## config.mk

```make
export PLATFORM = sky130hd
export DESIGN_NAME = ucaspian_wb_bridge
export DESIGN_NICKNAME = d
export VERILOG_FILES = /design/src/rtl/ucaspian_wb_bridge.sv
export SDC_FILE = /design/constraint.sdc
export NUM_CORES = 1
export LEC_CHECK = 0
export BUFFER_PORTS_ARGS = -buffer_cell sky130_fd_sc_hd__buf_2
export CORE_MARGIN = 1
export CORE_UTILIZATION = 25
export CTS_BUF_LIST = sky130_fd_sc_hd__clkbuf_4
export DETAILED_ROUTE_END_ITERATION = 7
export GPL_TIMING_DRIVEN = 0
export PLACE_DENSITY = 0.5
export SYNTH_ARGS = -nofsm -noshare
export SYNTH_HDL_FRONTEND = slang
export SYNTH_SLANG_ARGS = --single-unit
export TNS_END_PERCENT = 1
```

## constraint.sdc

```tcl
create_clock -name wb_clk_i -period 9.6 [get_ports wb_clk_i]
set_input_delay 0.96 -clock wb_clk_i [delete_from_list [all_inputs] [get_ports wb_clk_i]]
set_output_delay 0.96 -clock wb_clk_i [all_outputs]
set_load 0.1 [all_outputs]
```

## src/rtl/ucaspian_wb_bridge.sv

```systemverilog
// ucaspian_wb_bridge
//
// This is a Wishbone classic slave that sits between the SoC bus and a separately
// instantiated uCaspian core. It has two byte FIFOs:
//   - a command FIFO carries bytes from the bus to the core;
//   - a response FIFO carries bytes from the core to the bus.
// The core-side ports of both FIFOs are valid/ready byte streams.
//
// Register map, decoded on wb_adr_i[2:0]:
//   0 STATUS (RO)
//       [0]     cmd full
//       [1]     rsp empty
//       [2]     timeout sticky
//       [3]     overflow sticky
//       [7:4]   Version
//       [15:8]  cmd level
//       [23:16] rsp level
//   1 RSP    (RO)  a read pops one byte; [8] valid, [7:0] data
//   2 CMD    (WO)  a write pushes wb_dat_i[7:0]
//   3 CTRL   (RW)
//       [0]     non-blocking
//       [1]     irq on rsp non-empty
//       [2]     irq on cmd empty
//       [3]     irq on timeout sticky
//       [4]     core soft reset
//       [8+:TW] timeout limit (0 = no timeout)
//   4 CLEAR  (WO)
//       [0] flush cmd
//       [1] flush rsp
//       [2] clear timeout sticky
//       [3] clear overflow sticky
//
// Ports:
//   wb_clk_i, wb_rst_ni            clock, async active-low reset
//   wb_adr_i/dat_i/sel_i/we_i/stb_i/cyc_i
//                                  Wishbone request (sel ignored)
//   wb_dat_o, wb_ack_o, wb_err_o   registered Wishbone response
//   irq_o                          registered level interrupt
//   m_data_o/m_valid_o/m_ready_i   command byte stream to the core
//   s_data_i/s_valid_i/s_ready_o   response byte stream from the core
//   core_reset_o                   active-high reset for the core
//
// Access FSM:
//   state | meaning
//   IDLE  | waiting for stb&cyc; completes the access at once if it can
//   WAIT  | access stalled on a FIFO; timer counts toward the limit
//   ACK   | one-cycle ack/err strobe with registered data; stb ignored

// First-word fall-through byte FIFO. The pointers carry an extra wrap bit,
// so both full and empty can be told apart without a separate counter.
module ucaspian_wb_fifo #(
  parameter int unsigned Depth    = 32,
  parameter int unsigned PtrWidth = $clog2(Depth)
) (
  input  logic              clk_i,
  input  logic              rst_ni,
  input  logic              flush_i,
  input  logic              push_i,
  input  logic [7:0]        data_i,
  input  logic              pop_i,
  output logic [7:0]        data_o,
  output logic [PtrWidth:0] level_o,
  output logic              empty_o,
  output logic              full_o,
  output logic              empty_next_o
);

  logic [7:0]        mem_q [Depth];
  logic [PtrWidth:0] wr_q, wr_d, rd_q, rd_d;
  logic              push_ok, pop_ok;

  assign empty_o = (wr_q == rd_q);
  assign full_o  = (wr_q[PtrWidth] != rd_q[PtrWidth]) &&
                   (wr_q[PtrWidth-1:0] == rd_q[PtrWidth-1:0]);
  assign level_o = wr_q - rd_q;
  assign data_o  = mem_q[rd_q[PtrWidth-1:0]];

  // When the FIFO is full, a push is still taken if a pop happens in the same
  // cycle. The slot being read out this cycle is the one that gets refilled.
  assign push_ok = push_i & (~full_o | pop_i);
  assign pop_ok  = pop_i & ~empty_o;

  always_comb begin
    wr_d = wr_q + {{PtrWidth{1'b0}}, push_ok};
    rd_d = rd_q + {{PtrWidth{1'b0}}, pop_ok};
    // A flush wins over any push or pop in the same cycle.
    if (flush_i) begin
      wr_d = '0;
      rd_d = '0;
    end
  end

  assign empty_next_o = (wr_d == rd_d);

  always_ff @(posedge clk_i or negedge rst_ni) begin
    if (!rst_ni) begin
      wr_q <= '0;
      rd_q <= '0;
    end else begin
      wr_q <= wr_d;
      rd_q <= rd_d;
    end
  end

  always_ff @(posedge clk_i) begin
    if (push_ok && !flush_i) begin
      mem_q[wr_q[PtrWidth-1:0]] <= data_i;
    end
  end

endmodule

module ucaspian_wb_bridge #(
  parameter int unsigned FifoDepth      = 32,
  parameter int unsigned AdrWidth       = 30,
  parameter int unsigned DatWidth       = 32,
  parameter int unsigned TimeoutWidth   = 8,
  parameter int unsigned DefaultTimeout = 127,
  parameter bit          ErrEnable      = 1'b1,
  parameter logic [3:0]  Version        = 4'h2
) (
  input  logic                wb_clk_i,
  input  logic                wb_rst_ni,
  input  logic [AdrWidth-1:0] wb_adr_i,
  input  logic [DatWidth-1:0] wb_dat_i,
  output logic [DatWidth-1:0] wb_dat_o,
  input  logic [3:0]          wb_sel_i,
  input  logic                wb_we_i,
  input  logic                wb_stb_i,
  input  logic                wb_cyc_i,
  output logic                wb_ack_o,
  output logic                wb_err_o,
  output logic                irq_o,
  output logic [7:0]          m_data_o,
  output logic                m_valid_o,
  input  logic                m_ready_i,
  input  logic [7:0]          s_data_i,
  input  logic                s_valid_i,
  output logic                s_ready_o,
  output logic                core_reset_o
);

  localparam int unsigned LvlWidth = $clog2(FifoDepth) + 1;

  localparam logic [2:0] AdrStatus = 3'd0;
  localparam logic [2:0] AdrRsp    = 3'd1;
  localparam logic [2:0] AdrCmd    = 3'd2;
  localparam logic [2:0] AdrCtrl   = 3'd3;
  localparam logic [2:0] AdrClear  = 3'd4;

  typedef enum logic [1:0] {
    StIdle,
    StWait,
    StAck
  } state_e;

  state_e                  state_q, state_d;
  logic [TimeoutWidth-1:0] timer_q, timer_d;
  logic [TimeoutWidth-1:0] limit_q, limit_d;
  logic [4:0]              flags_q, flags_d;
  logic                    ack_q, ack_d;
  logic                    err_q, err_d;
  logic [DatWidth-1:0]     dat_q, dat_d;
  logic                    to_q, to_d;
  logic                    ovf_q, ovf_d;
  logic                    irq_q, irq_d;
  logic [2:0]              rst_cnt_q, rst_cnt_d;

  logic                    req, stall, timer_hit, do_access, do_timeout;
  logic [2:0]              adr;
  logic                    cmd_push, cmd_pop, rsp_push, rsp_pop;
  logic                    flush_cmd, flush_rsp;
  logic [7:0]              cmd_data, rsp_data;
  logic [LvlWidth-1:0]     cmd_level, rsp_level;
  logic                    cmd_empty, cmd_full, cmd_empty_nx;
  logic                    rsp_empty, rsp_full, rsp_empty_nx;
  logic [DatWidth-1:0]     status_word;
  logic                    unused_ok;

  // Only the low three address bits and a few data bits are decoded.
  assign unused_ok = ^{wb_sel_i, wb_adr_i, wb_dat_i};

  ucaspian_wb_fifo #(.Depth(FifoDepth)) u_cmd_fifo (
    .clk_i        (wb_clk_i),
    .rst_ni       (wb_rst_ni),
    .flush_i      (flush_cmd),
    .push_i       (cmd_push),
    .data_i       (wb_dat_i[7:0]),
    .pop_i        (cmd_pop),
    .data_o       (cmd_data),
    .level_o      (cmd_level),
    .empty_o      (cmd_empty),
    .full_o       (cmd_full),
    .empty_next_o (cmd_empty_nx)
  );

  ucaspian_wb_fifo #(.Depth(FifoDepth)) u_rsp_fifo (
    .clk_i        (wb_clk_i),
    .rst_ni       (wb_rst_ni),
    .flush_i      (flush_rsp),
    .push_i       (rsp_push),
    .data_i       (s_data_i),
    .pop_i        (rsp_pop),
    .data_o       (rsp_data),
    .level_o      (rsp_level),
    .empty_o      (rsp_empty),
    .full_o       (rsp_full),
    .empty_next_o (rsp_empty_nx)
  );

  assign m_data_o  = cmd_data;
  assign m_valid_o = ~cmd_empty;
  assign cmd_pop   = m_valid_o & m_ready_i;
  assign s_ready_o = ~rsp_full;
  assign rsp_push  = s_valid_i & s_ready_o;

  assign req = wb_stb_i & wb_cyc_i;
  assign adr = wb_adr_i[2:0];

  // Only blocking mode can stall. RSP waits for data; CMD waits for space.
  assign stall = ~flags_q[0] &
                 ((~wb_we_i & (adr == AdrRsp) & rsp_empty) |
                  ( wb_we_i & (adr == AdrCmd) & cmd_full));

  assign timer_hit = (limit_q != '0) && (timer_q == limit_q);

  always_comb begin
    status_word        = '0;
    status_word[0]     = cmd_full;
    status_word[1]     = rsp_empty;
    status_word[2]     = to_q;
    status_word[3]     = ovf_q;
    status_word[7:4]   = Version;
    status_word[15:8]  = 8'(cmd_level);
    status_word[23:16] = 8'(rsp_level);
  end

  always_comb begin
    state_d    = state_q;
    timer_d    = timer_q;
    limit_d    = limit_q;
    flags_d    = flags_q;
    ack_d      = 1'b0;
    err_d      = 1'b0;
    dat_d      = '0;
    to_d       = to_q;
    ovf_d      = ovf_q;
    cmd_push   = 1'b0;
    rsp_pop    = 1'b0;
    flush_cmd  = 1'b0;
    flush_rsp  = 1'b0;
    do_access  = 1'b0;
    do_timeout = 1'b0;

    unique case (state_q)
      StIdle: begin
        if (req) begin
          if (stall) begin
            // The timer starts at 1 here, so it reaches the limit L
            // in the L-th WAIT cycle.
            state_d = StWait;
            timer_d = TimeoutWidth'(1);
          end else begin
            do_access = 1'b1;
          end
        end
      end
      StWait: begin
        if (!req) begin
          // The master has abandoned the cycle, so leave with no side effect.
          state_d = StIdle;
        end else if (!stall) begin
          do_access = 1'b1;
        end else if (timer_hit) begin
          do_timeout = 1'b1;
        end else begin
          timer_d = timer_q + TimeoutWidth'(1);
        end
      end
      StAck: begin
        state_d = StIdle;
      end
      default: begin
        state_d = StIdle;
      end
    endcase

    if (do_access) begin
      state_d = StAck;
      ack_d   = 1'b1;
      if (wb_we_i) begin
        unique case (adr)
          AdrCmd: begin
            // Reaching here with the FIFO full only happens in non-blocking mode.
            if (cmd_full) begin
              ovf_d = 1'b1;
            end else begin
              cmd_push = 1'b1;
            end
          end
          AdrCtrl: begin
            flags_d = wb_dat_i[4:0];
            limit_d = wb_dat_i[8 +: TimeoutWidth];
          end
          AdrClear: begin
            flush_cmd = wb_dat_i[0];
            flush_rsp = wb_dat_i[1];
            if (wb_dat_i[2]) to_d  = 1'b0;
            if (wb_dat_i[3]) ovf_d = 1'b0;
          end
          default: ;
        endcase
      end else begin
        unique case (adr)
          AdrStatus: dat_d = status_word;
          AdrRsp: begin
            if (!rsp_empty) begin
              dat_d   = DatWidth'({1'b1, rsp_data});
              rsp_pop = 1'b1;
            end
          end
          AdrCtrl: dat_d = DatWidth'({limit_q, 3'b000, flags_q});
          default: ;
        endcase
      end
    end

    if (do_timeout) begin
      state_d = StAck;
      to_d    = 1'b1;
      if (ErrEnable) begin
        err_d = 1'b1;
      end else begin
        ack_d = 1'b1;
      end
    end
  end

  // The interrupt is built from next-state values, so it moves on the same
  // edge as the FIFO or register change that causes it.
  assign irq_d = (flags_d[1] & ~rsp_empty_nx) |
                 (flags_d[2] &  cmd_empty_nx) |
                 (flags_d[3] &  to_d);

  // Down-counter that holds the core in reset for a few cycles after release.
  assign rst_cnt_d = (rst_cnt_q != 3'd0) ? rst_cnt_q - 3'd1 : rst_cnt_q;

  always_ff @(posedge wb_clk_i or negedge wb_rst_ni) begin
    if (!wb_rst_ni) begin
      state_q   <= StIdle;
      timer_q   <= '0;
      limit_q   <= TimeoutWidth'(DefaultTimeout);
      flags_q   <= '0;
      ack_q     <= 1'b0;
      err_q     <= 1'b0;
      dat_q     <= '0;
      to_q      <= 1'b0;
      ovf_q     <= 1'b0;
      irq_q     <= 1'b0;
      rst_cnt_q <= 3'd4;
    end else begin
      state_q   <= state_d;
      timer_q   <= timer_d;
      limit_q   <= limit_d;
      flags_q   <= flags_d;
      ack_q     <= ack_d;
      err_q     <= err_d;
      dat_q     <= dat_d;
      to_q      <= to_d;
      ovf_q     <= ovf_d;
      irq_q     <= irq_d;
      rst_cnt_q <= rst_cnt_d;
    end
  end

  assign wb_ack_o     = ack_q;
  assign wb_err_o     = err_q;
  assign wb_dat_o     = dat_q;
  assign irq_o        = irq_q;
  assign core_reset_o = (rst_cnt_q != 3'd0) | flags_q[4];

endmodule

```

======== Yosys cells after proc, flatten, opt, wreduce, memory -nomap -nowiden ========
Memory sizes are Yosys's and may differ from the RTL's.
Cells that the tools add are included.
Widths: inputs -> output; s select.
operators by class
  add/sub/neg operators ................... 8
  multiply operators ...................... 0
  divide/modulo/power cells ............... 0
  order comparisons ....................... 0
  equality and inequality tests ........... 24
  shift operators ......................... 0
  muxes and demuxes ....................... 58
  bitwise gates (word level) .............. 28
  reduce and logical (&&, ||, !) cells .... 18
operators with widths
  kind                 count
  $pmux 22 s3          1
  $mux 22              2
  $mux 8               5
  $mux 1               34
  $add 6x1->6          4
  $eq 6x6->1           4
  $mux 6               4
  $pmux 8 s2           1
  $and 1x1->1          15
  $ne 2x2->1 const B   7
  $mux 4               3
  $ne 4x4->1 const B   3
  $sub 6x6->6          2
  $eq 5x5->1           2
  $mux 2               5
  $mux 9               1
  $add 8x1->8 const B  1
  $eq 8x8->1           1
  $reduce_bool 8->1    1
  $not 1->1            7
  $eq 3x2->1 const B   2
  $or 1x1->1           6
  $reduce_and 3->1     2
  $reduce_and 6->1     1
  other kinds (15)     22
word-level totals
  flip-flop bits (word level) ............. 87
  bits in latches ......................... 0
  memory bits (writable) .................. 512
  memory bits (read-only) ................. 0
  bits of input ports ..................... 81
  output and inout bits ................... 46
  logic and storage cells ................. 154
  memories kept ........................... 2
memory list
  memory            words  width  read ports  clocked after Yosys merged registers in  write ports  RTL line  source
  u_cmd_fifo.mem_q  32     8      1           0                                        1            68        logic [7:0] mem_q [Depth];
  u_rsp_fifo.mem_q  32     8      1           0                                        1            68

======== Depth between registers and ports, before layout ========
  word-level depth ........................ 18
  depth in mapped cells ................... 19
  depth with buffers taken out ............ 15

======== Hierarchy ========
From an unflattened synthesis, not the netlist that was laid out.
unflattened totals
  cell total of the unflattened synthesis .. 1285
  area total of the unflattened synthesis .. 24190.7 um^2
by module, submodules not included
  module                         times used  cells each  area each (um^2)  seq. area each (um^2)
  ucaspian_wb_fifo (u_cmd_fifo)  1           521         10776.6           7987.7
  ucaspian_wb_fifo (u_rsp_fifo)  1           519         10764.1           7987.7
  ucaspian_wb_bridge             1           245         2650.0            1336.3

======== Least setup slack after synthesis ========
No wires, ideal clock.
  path type ............................... reg-to-output
  from .................................... register u_cmd_fifo.rd_q[0]
  to ...................................... output m_data_o[0]
  arrival time ............................ 3828 ps
  required time ........................... 8640 ps
  setup slack ............................. 4812 ps
  stages on the path, launching flop included .. 8
  buffers on the path ..................... 3
  cells stage by stage .................... dfrtp_1 clkbuf_1 buf_2 buf_2 mux2i_1 o221ai_1 o22ai_1 o31ai_1
between the ends
  word-level cells in the longest chain between the ends .. 1
ends and longest elaborated chain
  what                    RTL line  source
  from (decl)             69        logic [PtrWidth:0] wr_q, wr_d, rd_q, rd_d;
  from (signal assigned)  101       rd_q <= rd_d;
  $mem_v2 32x8            --
  to (decl)               134       output logic [7:0] m_data_o,
Every way passes these cells.

======== Final worst setup path ========
  from .................................... register u_rsp_fifo.rd_q[1]
  to ...................................... register irq_q (netlist: irq_o)
between the ends
  word-level cells in the longest chain between the ends .. 17
  elaborated cells between the ends (all ways) .. 44
ends and longest elaborated chain
  what                    RTL line  source
  from (decl)             69
  from (signal assigned)  101
  $eq 6x6->1              72        assign empty_o = (wr_q == rd_q);
  $and 1x1->1             222       ((~wb_we_i & (adr == AdrRsp) & rsp_empty) |
  $or 1x1->1              222
  $and 1x1->1             221       assign stall = ~flags_q[0] &
  $mux 1                  258, 272
  $mux 1                  269       if (!req) begin
  $mux 1                  --
  $mux 1                  288       if (do_access) begin
  (+2 left out)           --
  $add 6x1->6             84        wr_d = wr_q + {{PtrWidth{1'b0}}, push_ok};
  $mux 6                  87        if (flush_i) begin
  $eq 6x6->1              93        assign empty_next_o = (wr_d == rd_d);
  $not 1->1               341       assign irq_d = (flags_d[1] & ~rsp_empty_nx) |
  $and 1x1->1             341
  $or 1x1->1              341
  $or 1x1->1 *            342       (flags_d[2] & cmd_empty_nx) |
  via irq_d               166       logic irq_q, irq_d;
  to (signal assigned)    371       irq_q <= irq_d;
  to (decl)               166
Mark *: on every way through the listed nets, which the timed path passes. The rest lies on a longest branch.
A chain may end at the register's enable or synchronous reset.

==> summary.md <==
| Metric | Value |
|---|---|
| Chip width | 312 microns |
| Worst-case reg-to-reg path depth | 18 |
| Most repeated cell in the gate-level netlist after synthesis | sky130_fd_sc_hd__edfxtp_1 |
| Crit. End Element | register |
| Total overflow reported by the global router | 0 |
| Worst hold slack | 245 ps |
| Antenna violations before repair | 10 |
| Slew @ Worst Pin | 1340 ps |
| Slowest library cell on the worst path | sky130_fd_sc_hd__nor4_1 |
| Cell type group with the largest total delay on the critical path | simple AND/OR/NAND/NOR gates |
| Max stage delay on crit path | 710 ps |
| Resized cells post-CTS | 0 |
| Cell taking the most area after synthesis | sky130_fd_sc_hd__edfxtp_1 |
| Status | complete, no violations |
| Worst path bufs/invs | 6 |
| TritonCTS Buffers | 148 |
| Cell Count Post-Placement | 2694 |
| Top-area cell type share of the netlist area | 64.0% |
| Gpl congestion | 0.793 |
| Total power | 7.37 mW |
| Post-Syn Area per Cell | 17.9 sq um |
| CTS sink count | 589 |
| I/O Buffers | 66 |
| Register-to-Register Setup Slack | 3760 ps |
| Count of synthesis-stage warnings from yosys | 0 |
| Power per cell area | 263 nW/um^2 |
| Setup Viol. Count Final | 0 |
| Fraction of final layout cells sized beyond drive strength 1 | 29.9% |
| Part of the Yosys area used for sequential elements | 72.0% |
| Iteration-0 DRC count of the detailed router | 872 |
| Placed instance area | 26100 sq um |
| F_max | 171 MHz |
| Number of enable flip-flop cells after synthesis | 512 |
| Final hold violation count | 0 |
| Timing startpoint of the critical path | u_rsp_fifo.rd_q[1]$_DFF_PN0_ |
| Vias per cell | 4.49 |
| Layout area overhead | 16.6% |
| CP Capture Point | irq_o$_DFF_PN0_ |
| Post-layout utilization of the core | 29.5% |
| Master cell of the clock root buffer | sky130_fd_sc_hd__clkbuf_4 |
| Max Slew Vio Count | 0 |
| Clock transition at the registers of the reported paths | 70 ps |
| Wirelength per Cell | 21.4 microns |
| Worst R2R Start | u_rsp_fifo.rd_q[1]$_DFF_PN0_ |
| Number of levels in the clock H-tree | 4 |
| Total number of vias | 13300 |
| Minimum clock period after layout | 5840 ps |
| Number of nets with antenna violations after routing | 0 |
| Area of the core | 95200 sq um |
| Async set or reset register ratio after synthesis | 13.1% |
| Syn Inst Count | 1343 |
| Type of the most critical hold path | in2reg |
| Number of DRC violations after detailed routing | 0 |
| Max cap viols | 0 |
| Detailed-route wire length | 63400 microns |
| Maximum number of pins on one net before global-route repair | 67 |
| Setup repair after global routing missed its margin | no |
| Combined global-route utilization of all metal layers | 13.1% |
| Synth unique cells | 66 |
| Path length in cells of the critical path | 18 |
| Cell Rows | 113 |
| Max FO, Critical Path | 10 |
| Estimated wirelength of the detail-placed design | 42500 microns |
| Primary FF master, synth | sky130_fd_sc_hd__edfxtp_1 |
| Height of the die | 312 microns |
| Number of global-route vias before repair | 13900 |
| Worst-case vdd ir drop | 0.126 mV |
| Crit path kind | reg2reg |
| Final Instance Count excl. Fillers | 2957 |
| Crit path setup slack, layout | 3760 ps |
| Data required, critical path | 10430 ps |
| Starting density of the core | 25.3% |
| Max transition margin | 10.1% |
| Wire length of the first global-routing pass | 92700 microns |
| Worst-case clock skew | 66.2 ps |
| Capture instance of the worst register-to-register path | irq_o$_DFF_PN0_ |
| Post-route clock period utilization | 60.8% |
| Crit path DAT | 6660 ps |
| Synthesized area | 24000 sq um |
| Setup tns final | 0 ps |
| Post-CTS Setup Bufs | 0 |
| Clock Tree Buf Depth | 3 |
| Fill cells | 9479 |
| Source-to-sink clock delay at the later pin of the worst-skew pair | 970 ps |
| Leading post-synthesis cells by cell area | sky130_fd_sc_hd__edfxtp_1, sky130_fd_sc_hd__mux4_2, sky130_fd_sc_hd__dfrtp_1 |
| Leakage Power | 9.55 nW |
| Total number of nets in the final design | 1684 |
| TritonCTS clock tree | built |
| Post-place setup slack | 3720 ps |
| Top cells by count, synth | sky130_fd_sc_hd__edfxtp_1, sky130_fd_sc_hd__mux4_2, sky130_fd_sc_hd__nor2_1 |
| FF+latch count, synth | 589 |
| Hold-critical path depth | 2 |
| Iteration count of the initial detailed-routing pass | 5 |
| Boundary pin count | 127 |
| Post-Layout Inst Area | 28000 sq um |
| Area of the die | 97400 sq um |
| Critical path launch point type | register |
| Cell-by-cell listing of the critical path | buf_2 > clkbuf_1 > buf_1 > inv_1 > ha_1 > and4_1 > and3_1 > nor4_1 > nand2_1 > inv_1 > ha_1 > and4_1 > clkbuf_1 > nand2_1 > nor4bb_1 > a211oi_1 > o311a_1 > a221o_1 |
-- cell families (layout without fill, tap and decap cells) --
| family | count (synthesis) | in the layout | synth area share (%) |
|---|---|---|---|
| and+or+nand+nor | 266 | 266 | 5.56 |
| xor gates and xnor gates | 51 | 51 | 1.86 |
| muxes | 188 | 188 | 13.6 |
| other | 1 | 15 | 0.0156 |
| buffers and inverters | 102 | 437 | 1.99 |
| AOI/OAI and AO/OA | 123 | 123 | 3.70 |
| adders and majority gates | 23 | 23 | 1.26 |
| DFF | 589 | 589 | 72.0 |
-- layout by cell type (no fill, tap or decap), types with 9 or more instances in the layout --
master                     netlist  routed
sky130_fd_sc_hd__a21oi_1        37      37
sky130_fd_sc_hd__and3_1         13      13
sky130_fd_sc_hd__buf_1          13      13
sky130_fd_sc_hd__buf_2          24      92
sky130_fd_sc_hd__buf_4          11      19
sky130_fd_sc_hd__clkbuf_1       29      29
sky130_fd_sc_hd__clkbuf_4        0     224
sky130_fd_sc_hd__clkinv_1        2      29
sky130_fd_sc_hd__conb_1          1      10
sky130_fd_sc_hd__dfrtp_1        69      69
sky130_fd_sc_hd__edfxtp_1      512     512
sky130_fd_sc_hd__ha_1           21      21
sky130_fd_sc_hd__inv_1          16      16
sky130_fd_sc_hd__mux2_2         13      13
sky130_fd_sc_hd__mux2i_1        65      65
sky130_fd_sc_hd__mux4_2        110     110
sky130_fd_sc_hd__nand2_1        46      46
sky130_fd_sc_hd__nand3_1        22      22
sky130_fd_sc_hd__nand4_1         9       9
sky130_fd_sc_hd__nor2_1         79      79
sky130_fd_sc_hd__nor3_1         32      24
sky130_fd_sc_hd__nor4_2          1       9
sky130_fd_sc_hd__o221ai_1       32      32
sky130_fd_sc_hd__o22ai_1        16      16
sky130_fd_sc_hd__or3_1          10      10
sky130_fd_sc_hd__xnor2_1        24      24
sky130_fd_sc_hd__xor2_1         27      27
-- per-layer routing --
layer | GRT usage [%] | wire [microns]
met2 | 21.2 | 31000
met3 | 3.59 | 4010
met1 | 16.9 | 27200
met5 | 0 | 53
met4 | 4.61 | 1180
-- power breakdown --
part | internal, mW | total, mW | switching (mW)
Combinational | 0.803 | 2.30 | 1.50
Clock | 1.09 | 2.10 | 1.01
Sequential | 2.90 | 2.97 | 0.0655
Total | 4.79 | 7.37 | 2.58
-- state kept, by name, indices dropped and copies added, names as in the netlist, 6 cells and up --
signal,cells
u_cmd_fifo.mem_q,256
u_rsp_fifo.mem_q,256
wb_dat_o,22
limit_q,8
timer_q,8
u_cmd_fifo.rd_q,6
u_cmd_fifo.wr_q,6
u_rsp_fifo.rd_q,6
u_rsp_fifo.wr_q,6
-- timing repair --
| item | CTS | global route |
|---|---|---|
| endpoints found under the hold margin | 11 | 0 |
| endpoints found under the setup margin | 0 | 0 |
| hold buffers | 1 | 0 |
-- final cells by class --
| class | count | area (sq um) | area share, % |
|---|---|---|---|
| timing repair buffer | 78 | 438 | 1.56 |
| multi-input combinational | 661 | 6380 | 22.7 |
| buffer | 81 | 399 | 1.42 |
| sequential | 589 | 17300 | 61.7 |
| tap | 1265 | 1580 | 5.65 |
| clock inverter | 33 | 155 | 0.553 |
| inverter | 21 | 78.8 | 0.281 |
| antenna | 5 | 12.5 | 0.0446 |
| clock buffer | 224 | 1680 | 6.00 |
-- worst min-delay path by stage --
stage	start	endpoint	slack, ps
2_1_floorplan	rst_cnt_q[2]$_DFFE_PN1P_	rst_cnt_q[2]$_DFFE_PN1P_	460
3_3_place_gp	rst_cnt_q[2]$_DFFE_PN1P_	rst_cnt_q[2]$_DFFE_PN1P_	470
3_5_place_dp	rst_cnt_q[2]$_DFFE_PN1P_	rst_cnt_q[2]$_DFFE_PN1P_	480
4_1_cts	wb_dat_i[9]	limit_q[1]$_DFFE_PN1P_	90
5_1_grt	wb_dat_i[12]	limit_q[4]$_DFFE_PN1P_	150
6_report	wb_dat_i[9]	limit_q[1]$_DFFE_PN1P_	240
-- worst register-to-register path, cell delays in order, from the launching register on --
cell and delay [ps]:
sky130_fd_sc_hd__dfrtp_1 380, sky130_fd_sc_hd__buf_2 190, sky130_fd_sc_hd__clkbuf_1 640, sky130_fd_sc_hd__buf_1 630, sky130_fd_sc_hd__inv_1 120, sky130_fd_sc_hd__ha_1 320
sky130_fd_sc_hd__and4_1 220, sky130_fd_sc_hd__and3_1 210, sky130_fd_sc_hd__nor4_1 710, sky130_fd_sc_hd__nand2_1 360, sky130_fd_sc_hd__inv_1 170, sky130_fd_sc_hd__ha_1 180
sky130_fd_sc_hd__and4_1 190, sky130_fd_sc_hd__clkbuf_1 270, sky130_fd_sc_hd__nand2_1 140, sky130_fd_sc_hd__nor4bb_1 280, sky130_fd_sc_hd__a211oi_1 90, sky130_fd_sc_hd__o311a_1 310
sky130_fd_sc_hd__a221o_1 290
Power figures use the tool's default switching activity.
